===== src/rtl/carry_skip_adder_pipe.sv =====
// Pipelined carry-skip adder/subtractor with valid/ready handshakes; one operand slice per stage.
// Optional CSA_OVF_EN adds a registered signed-overflow output (ovf) aligned with sum.
module carry_skip_adder_pipe #(
  parameter int unsigned WIDTH  = 32,
  parameter int unsigned BLOCK  = 4,
  parameter int unsigned STAGES = 2
) (
  input  logic             clk,
  input  logic             rst,
  input  logic             in_valid,
  output logic             in_ready,
  input  logic [WIDTH-1:0] a,
  input  logic [WIDTH-1:0] b,
  input  logic             cin,
  input  logic             sub,
  output logic             out_valid,
  input  logic             out_ready,
  output logic [WIDTH-1:0] sum,
  output logic             cout
`ifdef CSA_OVF_EN
  ,
  output logic             ovf
`endif
);

  localparam int unsigned SLICE = WIDTH / STAGES;
  localparam int unsigned NBLK  = SLICE / BLOCK;

  if (((WIDTH % STAGES) != 0) || ((SLICE % BLOCK) != 0)) begin : g_cfg_err
    $error("carry_skip_adder_pipe: WIDTH must split into STAGES slices of whole BLOCKs");
  end

  logic [WIDTH-1:0] a_q [STAGES];
  logic [WIDTH-1:0] b_q [STAGES];
  logic [WIDTH-1:0] s_q [STAGES];
  logic [WIDTH-1:0] a_d [STAGES];
  logic [WIDTH-1:0] b_d [STAGES];
  logic [WIDTH-1:0] s_d [STAGES];
  logic [STAGES-1:0] v_q, v_d, c_q, c_d;

  // Stage inputs: stage 0 sees the (inverted-for-subtract) ports, later stages the previous register.
  logic [WIDTH-1:0] a_x [STAGES];
  logic [WIDTH-1:0] b_x [STAGES];
  logic [WIDTH-1:0] s_x [STAGES];
  logic [STAGES-1:0] v_x, c_x;

  logic stall;

  assign a_x[0] = a;
  assign b_x[0] = sub ? ~b : b;
  assign s_x[0] = '0;
  assign c_x[0] = sub | cin;
  assign v_x[0] = in_valid;

  for (genvar k = 1; k < STAGES; k++) begin : g_link
    assign a_x[k] = a_q[k-1];
    assign b_x[k] = b_q[k-1];
    assign s_x[k] = s_q[k-1];
    assign c_x[k] = c_q[k-1];
    assign v_x[k] = v_q[k-1];
  end

  assign stall     = v_q[STAGES-1] & ~out_ready;
  assign in_ready  = ~stall;
  assign out_valid = v_q[STAGES-1];
  assign sum       = s_q[STAGES-1];
  assign cout      = c_q[STAGES-1];

`ifdef CSA_OVF_EN
  logic ovf_q, ovf_d;
  assign ovf = ovf_q;
`endif

  always_comb begin
    logic        ci, rip, bcin, prop, p, cmsb;
    int unsigned idx;
    ci   = 1'b0;
    rip  = 1'b0;
    bcin = 1'b0;
    prop = 1'b0;
    p    = 1'b0;
    cmsb = 1'b0;
    idx  = 0;
    for (int unsigned k = 0; k < STAGES; k++) begin
      s_d[k] = s_x[k];
      a_d[k] = a_x[k];
      b_d[k] = b_x[k];
      v_d[k] = v_x[k];
      ci     = c_x[k];
      for (int unsigned blk = 0; blk < NBLK; blk++) begin
        bcin = ci;
        rip  = ci;
        prop = 1'b1;
        for (int unsigned j = 0; j < BLOCK; j++) begin
          idx = k * SLICE + blk * BLOCK + j;
          p   = a_x[k][idx] ^ b_x[k][idx];
          if (idx == WIDTH - 1) cmsb = rip;
          s_d[k][idx] = p ^ rip;
          rip  = (a_x[k][idx] & b_x[k][idx]) | (p & rip);
          prop = prop & p;
        end
        // Skip path: a fully propagating block passes its carry-in straight through.
        ci = prop ? bcin : rip;
      end
      c_d[k] = ci;
    end
`ifdef CSA_OVF_EN
    ovf_d = cmsb ^ c_d[STAGES-1];
`endif
  end

  always_ff @(posedge clk or posedge rst) begin
    if (rst) begin
      v_q <= '0;
      c_q <= '0;
      a_q <= '{default: '0};
      b_q <= '{default: '0};
      s_q <= '{default: '0};
`ifdef CSA_OVF_EN
      ovf_q <= 1'b0;
`endif
    end else if (!stall) begin
      v_q <= v_d;
      c_q <= c_d;
      a_q <= a_d;
      b_q <= b_d;
      s_q <= s_d;
`ifdef CSA_OVF_EN
      ovf_q <= ovf_d;
`endif
    end
  end

endmodule


===== config.mk =====
export PLATFORM = sky130hd
export DESIGN_NAME = carry_skip_adder_pipe
export DESIGN_NICKNAME = d
export VERILOG_FILES = /design/src/rtl/carry_skip_adder_pipe.sv
export SDC_FILE = /design/constraint.sdc
export NUM_CORES = 1
export LEC_CHECK = 0
export BUFFER_PORTS_ARGS = -buffer_cell sky130_fd_sc_hd__buf_2
export CAP_MARGIN = 20
export CORE_MARGIN = 2
export CORE_UTILIZATION = 55
export CTS_CLUSTER_DIAMETER = 40
export DETAILED_ROUTE_END_ITERATION = 10
export GPL_TIMING_DRIVEN = 0
export PLACE_DENSITY = 0.81
export SETUP_SLACK_MARGIN = 0.3
export SLEW_MARGIN = 10
export SYNTH_ARGS = -nofsm -noshare
export SYNTH_HDL_FRONTEND = slang
export SYNTH_SLANG_ARGS = --single-unit

===== constraint.sdc =====
create_clock -name clk -period 12.9 [get_ports clk]
set_clock_uncertainty 0.2 [all_clocks]
set_input_delay 2.58 -clock clk [delete_from_list [all_inputs] [get_ports clk]]
set_output_delay 2.58 -clock clk [all_outputs]
set_load 0.02 [all_outputs]

# Word level (Yosys, flattened, before mapping)
# Cells that the tools add are included.
# Widths: inputs -> output; s select.
[word_totals]
regBits = 116
input_bits = 70
[op_classes]
n_mux = 9
bitwise = 189
[ops]
columns = ["operator", "count"]
rows = [
  ["$and 1x1->1", 89],
  ["$xor 1x1->1", 64],
  ["$or 1x1->1", 33],
  ["$mux 32", 1],
  ["$not 32->32", 1],
  ["$mux 1", 8],
  ["$not 1->1", 2],
]

# Logic depth before layout (Yosys ltp)
# Gate-level depths: netlist (run 1).
[depth]
word_depth = 39
mapped_depth = 30
ltp_nobuf = 28

# Worst setup path after synthesis (run 1)
# No wires, ideal clock.
[synth_path]
kind = "in2reg"
startpoint = "input sub"
endpoint = "register s_q, in the netlist s_d[15]"
t_arrival_ns = 10.688
setup_slack_ns = 1.887
cell_stages = 28
path_buffers = 2
cell_sequence = "buf_4 -> buf_2 -> xor2_1 -> inv_1 -> fa_1 -> fa_1 -> fa_1 -> fa_1 -> mux2i_2 -> inv_1 -> fa_1 -> fa_1 -> fa_1 -> fa_1 -> nand2_1 -> o21ai_0 -> fa_1 -> fa_1 -> fa_1 -> fa_1 -> nand2_1 -> o221ai_2 -> fa_1 -> fa_1 -> fa_1 -> inv_1 -> fa_1 -> mux2_2"
[synth_lines]
columns = ["element", "line", "source"]
rows = [
  ["from (decl)", "15", "input logic sub,"],
  ["to (signal assigned)", "118", "s_q <= '{default: '0};"],
  ["to (signal assigned)", "127", "s_q <= s_d;"],
  ["to (decl)", "35", "logic [WIDTH-1:0] s_q [STAGES];"],
]

==> results of run 1 <==
==> synthesized netlist by cell type (2+ instances only) <==
library cell  instances  area, um2
inv_1                41      153.9
buf_2                17      85.08
a21oi_1              33      165.2
fa_1                 32      640.6
dfrtp_1              84       2102
nand4_1               8      50.05
o21ai_0               6      30.03
nor2_1               33      123.9
nand2_1               9      33.78
mux2_2               47      529.3
xnor2_1              14      122.6
nand2b_1              2      12.51
xor2_1               18      157.7
ha_1                 32      400.4
==> stage by stage <==
stage	power (mW)	setup slack, ns	cell area [um2]	hold WS, ns	instances
4_1_cts	0.9037	1.603	5559	0.2709	610
2_1_floorplan	0.6024	1.887	4700	0.2305	386
5_1_grt	0.9572	1.347	5559	0.3046	610
3_3_place_gp	0.7001	1.421	5346	0.2423	594
3_5_place_dp	0.7218	1.236	5369	0.2513	595
6_report	0.8928	1.704	5559	0.2652	610
==> placed cells by master, fill, tap and decap left out, drive strengths merged, types with 2 or more instances in the layout <==
cell    count
buf       122
dfrtp      84
mux2       47
inv        41
nor2       34
a21oi      33
fa         32
ha         32
xor2       18
xnor2      14
clkbuf     10
nand2       9
nand4       8
o21ai       7
clkinv      3
nand2b      2
==> flip-flops by register name, summed over array words and instances (netlist names) <==
name,flops
c_q,2
a_d,16
sum,32
v_q,2
b_d,16
s_d,16
==> power by group through the flow <==
stage	clock network, mW	registers [mW]	logic (mW)
3_5_place_dp	0	0.395	0.327
5_1_grt	0.197	0.399	0.361
3_3_place_gp	0	0.389	0.311
4_1_cts	0.186	0.390	0.328
6_report	0.183	0.389	0.321
2_1_floorplan	0	0.445	0.158
==> routing by layer <==
| metal | global-route usage | wire (um) | vias to the layer above |
|---|---|---|---|
| met4 | 0.06925 | 117 | 0 |
| met5 | 0 | 0 | - |
| li1 | - | - | 1461 |
| met1 | 0.2666 | 3746 | 1506 |
| met3 | 0.05741 | 756 | 10 |
| met2 | 0.3900 | 4777 | 91 |
==> cell type report <==
class	instances	area [um2]
buffer	18	92.59
fill	683	2699
inverter	41	156.4
timing repair buffer	104	535.5
multi-input combinational	243	2351
clock inverter	5	52.55
sequential	84	2102
tap	105	131.4
clock buffer	10	137.6
==> cells by family after synthesis <==
| logic type | after synthesis | synth area share |
|---|---|---|
| AO/OA/AOI/OAI | 43 | 0.05085 |
| XOR/XNOR | 32 | 0.05964 |
| adder cells (fa/ha/maj) | 64 | 0.2215 |
| buffers and inverters | 59 | 0.05245 |
| flip-flops | 84 | 0.4473 |
| multiplexers | 48 | 0.1155 |
| AND/OR/NAND/NOR | 56 | 0.05272 |
==> worst register-to-register path: stages, from the launching register on <==
cell     delay, ns
dfrtp_1       0.40
inv_1         0.11
fa_1          0.20
inv_1         0.07
fa_1          0.38
fa_1          0.39
fa_1          0.37
mux2_2        0.32
fa_1          0.40
fa_1          0.41
fa_1          0.39
fa_1          0.36
inv_1         0.08
a21oi_1       0.09
fa_1          0.39
fa_1          0.40
fa_1          0.40
fa_1          0.39
nand2_1       0.10
nand2_1       0.07
fa_1          0.38
fa_1          0.39
fa_1          0.37
inv_1         0.08
fa_1          0.41
a21oi_1       0.13
==> worst max-delay path by stage <==
stage	from	to	slack (ns)	cells after the start
floorplan	sub	s_d[15]$_DFFE_PP0N_	1.89	28
global placement	sub	s_d[15]$_DFFE_PP0N_	1.42	28
detailed placement	sub	s_d[15]$_DFFE_PP0N_	1.24	28
CTS	sub	s_d[15]$_DFFE_PP0N_	1.60	28
global route	sub	s_d[15]$_DFFE_PP0N_	1.35	28
finish	sub	s_d[15]$_DFFE_PP0N_	1.70	28
==> results.md, run 1 <==
- Seq cells post-synth: 84
- Combinational share of power: 0.360
- CP max FO: 10
- Leak: 2.704 nW
- Register share of total power: 0.435
- Drt wl/cell: 15.40 um
- Starting Density: 0.5691
- Critical Path Slowest Stage Cell: fa_1
- Min-delay worst type: reg -> reg
- Family with the most delay on the worst path: adder cells
- Die W: 96.44 um
- Hold_buf cts: 0
- Min Clock Period, post-route: 11.20 ns
- Clock network power share: 0.205
- ANT nets after route: 0
- Floorplan row count: 33
- Chip Height: 96.44 um
- All-Layer GR Usage: 0.2213
- Fmax: 0.08932 GHz
- Avg Vias per Cell: 5.030
- Total number of vias: 3068
- Cts bufs inserted: 9
- Core area: 8258 um2
- Initial antenna violation count: 0
- Mapped Cells: 386
- Seq/Total Area, Yosys: 0.4473
- Clock root cell: clkbuf_8
- Clock-pin slew on the worst setup and hold paths: 0.08 ns
- VDD IR max: 62.69 uV
- Worst EP required: 12.93 ns
- Fin crit share: 0.8679
- Outcome: finished, final reports clean
- R2r endpoint: sum[31]$_DFFE_PP0N_
- CP max stage delay: 0.45 ns
- CTS tree: built
- Arrival time at the worst endpoint: 11.23 ns
- Largest net degree at the start of global routing: 46
- Post-DP HPWL: 7363 um
- Yosys warns: 0
- Layout cell share with drive strength beyond 1: 0.3762
- R2R depth: 25
- Final nets: 635
- Top_reg_cell synth: dfrtp_1
- Hold Startpoint: v_q[0]$_DFFE_PP0N_
- FFs w/ async S/R, synth: 1.000
- Die ar.: 9300 um2
- Library cells used by synthesis: 24
- Vias in the first global route: 3302
- Total grt overflow: 0
- Area growth, synth to finish: 18.29%
- CP Class: in -> reg
- Number of diodes: 0
- Max_cap viols: 0
- First-pass GRT wire length: 15260 um
- CTS Buffer Depth: 2
- Number of detailed-route iterations in the first pass: 4
- Post-synth EDFFs: 0
- DR DRC count: 0
- Sw power: 0.3182 mW
- Clock Sink Count: 84
- Flop-to-flop setup slack: 5.16 ns
- Slew HR: 0.6590
- Hold EP: v_q[1]$_DFFE_PP0N_
- Final Hold Vio Count: 0
- H-Tree Depth: 3
- Synthesized cell area: 4700 um2
- Synth Area per Inst: 12.17 um2
- Setup TNS: 0 ns
- Post-CTS setup buffers: 0
- Top cell by count, worst path: fa_1
- Number of gates resized after CTS: 0
- Worst-Skew Late Latency: 0.35 ns
- Switching share of power: 0.3564
- CP bufs+invs: 5
- Ports: 105
- Fin. max-slew vios: 0
- Syn nets: 520
- CP Capture Type: flop
- Gpl congestion: 0.8148
- Hold path depth: 1
- Power Internal: 0.5746 mW
- Pwr/cell area: 160.6 nW/um2
- Startpoint Class: primary input
- Post-layout util: 0.6732
- RSZ-0062 raised after global routing: no
- 1st-iter DRT viols: 71
- Reg-to-Reg Start: b_d[16]$_DFFE_PP0N_
- Final WL: 9397 um
- I/O Buffers: 103
- Worst slew pin tran: 0.5115 ns
- Final setup fails: 0
No activity file was read; power rests on OpenSTA's default activity.
==> inputs of run 2 (changes only) <==
--- a/config.mk
+++ b/config.mk
@@ -8,11 +8,11 @@
 export BUFFER_PORTS_ARGS = -buffer_cell sky130_fd_sc_hd__buf_2
 export CAP_MARGIN = 20
 export CORE_MARGIN = 2
-export CORE_UTILIZATION = 55
+export CORE_UTILIZATION = 50
 export CTS_CLUSTER_DIAMETER = 40
 export DETAILED_ROUTE_END_ITERATION = 10
 export GPL_TIMING_DRIVEN = 0
-export PLACE_DENSITY = 0.81
+export PLACE_DENSITY = 0.75
 export SETUP_SLACK_MARGIN = 0.3
 export SLEW_MARGIN = 10
 export SYNTH_ARGS = -nofsm -noshare
==> results.md, run 2 (synthesized netlist as in run 1, its figures left out) <==
- Fin. max-slew vios: 0 (unchanged)
- ANT nets after route: 0 (unchanged)
- Die W: 101.0 um (+4.7%)
- Area growth, synth to finish: 19.36%
- Hold_buf cts: 0 (unchanged)
- Most frequent cells in the layout: buf_2 (120), dfrtp_1 (84), mux2_2 (47), inv_1 (40)
- Slew HR: 0.6746 (+0.01562)
- CTS Buffer Depth: 2 (unchanged)
- Final WL: 9271 um (-1.3%)
- Post-DP HPWL: 7132 um (-3.1%)
- Number of diodes: 0 (unchanged)
- Drt wl/cell: 15.03 um (-2.5%)
- Vias in the first global route: 3324 (+0.67%)
- Number of gates resized after CTS: 0 (unchanged)
- Register share of total power: 0.422 (-0.013)
- Final Hold Vio Count: 0 (unchanged)
- Power Internal: 0.5965 mW (+3.8%)
- Worst EP required: 12.94 ns (about the same)
- I/O Buffers: 103 (unchanged)
- Chip Height: 101.0 um (+4.7%)
- Number of detailed-route iterations in the first pass: 4 (unchanged)
- First-pass GRT wire length: 15680 um (+2.8%)
- Post-CTS setup buffers: 0 (unchanged)
- H-Tree Depth: 3 (unchanged)
- Cts bufs inserted: 9 (unchanged)
- Min-delay worst type: reg -> reg
- Commonest non-fill, non-tap cell in the layout: buf_2
- Clock-pin slew on the worst setup and hold paths: 0.09 ns (about the same)
- Filler cells: 772 (+13%)
- Initial antenna violation count: 1 (+1)
- Outcome: finished, final reports clean
- Startpoint Class: primary input
- CTS tree: built
- All-Layer GR Usage: 0.1996 (-0.02168)
- Pwr/cell area: 163.7 nW/um2 (+1.9%)
- Gpl congestion: 0.7939 (-2.6%)
- CP Class: in -> reg
- Arrival time at the worst endpoint: 11.22 ns (about the same)
- Total number of vias: 3057 (-0.36%)
- Worst slew pin tran: 0.4881 ns (-0.02342 ns)
- DR DRC count: 0 (unchanged)
- Ports: 105 (unchanged)
- Floorplan row count: 35 (+6.1%)
- Core area: 9196 um2 (+11%)
- Combinational share of power: 0.347 (-0.013)
- Max FFs per register: 32 (unchanged)
- Final setup fails: 0 (unchanged)
- Clock network power share: 0.231 (+0.026)
- CP Capture Type: flop
- CP max FO: 10 (unchanged)
- Max_cap viols: 0 (unchanged)
- Leak: 2.715 nW (+0.43%)
- Starting Density: 0.5110 (-0.05807)
- Largest net degree at the start of global routing: 48 (+4.3%)
- Min Clock Period, post-route: 11.18 ns (-0.01771 ns)
- VDD IR max: 80.98 uV (+29%)
- Clock Sink Count: 84 (unchanged)
- Switching share of power: 0.3504 (-0.005977)
- Setup TNS: 0 ns (unchanged)
- Clock root cell: clkbuf_8
- RSZ-0062 raised after global routing: no
- Fin crit share: 0.8665 (-0.001373)
- Avg Vias per Cell: 4.955 (-1.5%)
- Worst-Skew Late Latency: 0.35 ns (about the same)
- Die ar.: 10190 um2 (+9.6%)
- Sw power: 0.3218 mW (+1.1%)
- 1st-iter DRT viols: 87 (+23%)
- Total grt overflow: 0 (unchanged)
- Final nets: 635 (unchanged)
- Fmax: 0.08946 GHz (+0.16%)
- Layout cell share with drive strength beyond 1: 0.3755 (-0.0007436)
- Tot Pwr: 0.9183 mW (+2.9%)
[run 2: per-stage QoR]
step	setup slack (ns)	instances	util	instance area, um2	hold slack (ns)
3_3_place_gp	1.414	600	0.5822	5354	0.2451
3_5_place_dp	1.245	601	0.5854	5384	0.2471
5_1_grt	1.326	617	0.6099	5609	0.3191
6_report	1.722	617	0.6099	5609	0.2668
4_1_cts	1.612	617	0.6099	5609	0.2691
2_1_floorplan	1.887	386	-	4700	0.2305
[run 2: final cells by class]
cell class,instances,area (um2),share of cell area
multi-input combinational,243,2351,0.4191
sequential,84,2102,0.3747
timing repair buffer,104,543.0,0.09681
inverter,41,156.4,0.02788
clock buffer,11,141.4,0.02521
tap,111,138.9,0.02476
buffer,18,92.59,0.01651
clock inverter,5,83.83,0.01495
[run 2: path summary, 6_finish.rpt]
kind / start / end / slack (ns) / depth (start not counted)
worst min register to register: v_q[0]$_DFFE_PP0N_ / v_q[1]$_DFFE_PP0N_ / 0.27 / 1
min in group asynchronous: rst / s_d[1]$_DFFE_PP0N_ / 2.06 / 2
worst max-delay path: sub / s_d[15]$_DFFE_PP0N_ / 1.72 / 28
worst max register to register: a_d[16]$_DFFE_PP0N_ / sum[31]$_DFFE_PP0N_ / 5.19 / 25
max in group asynchronous: rst / a_d[20]$_DFFE_PP0N_ / 9.82 / 3
worst min-delay path: v_q[0]$_DFFE_PP0N_ / v_q[1]$_DFFE_PP0N_ / 0.27 / 1
[run 2: critical path, stage by stage]
cell      delay, ns
buf_4          0.13
buf_2          0.31
xor2_1         0.23
inv_1          0.08
fa_1           0.42
fa_1           0.44
fa_1           0.43
fa_1           0.41
mux2i_2        0.26
inv_1          0.09
fa_1           0.39
fa_1           0.42
fa_1           0.44
fa_1           0.39
nand2_1        0.09
o21ai_0        0.11
fa_1           0.42
fa_1           0.43
fa_1           0.43
fa_1           0.39
nand2_1        0.09
o221ai_2       0.15
fa_1           0.44
fa_1           0.44
fa_1           0.41
inv_1          0.09
fa_1           0.42
mux2_2         0.27
[run 2: metal layers]
layer	GRT usage	routed length [um]
met3	0.05479	653
met4	0.06653	145
met1	0.2503	3923
met2	0.3359	4549
met5	0	0
[run 2: power groups by stage]
stage | combinational [mW] | sequential, mW | clock, mW
floorplan | 0.158 | 0.445 | 0
global placement | 0.310 | 0.389 | 0
detailed placement | 0.323 | 0.395 | 0
CTS | 0.324 | 0.389 | 0.215
global route | 0.361 | 0.400 | 0.226
finish | 0.319 | 0.387 | 0.212
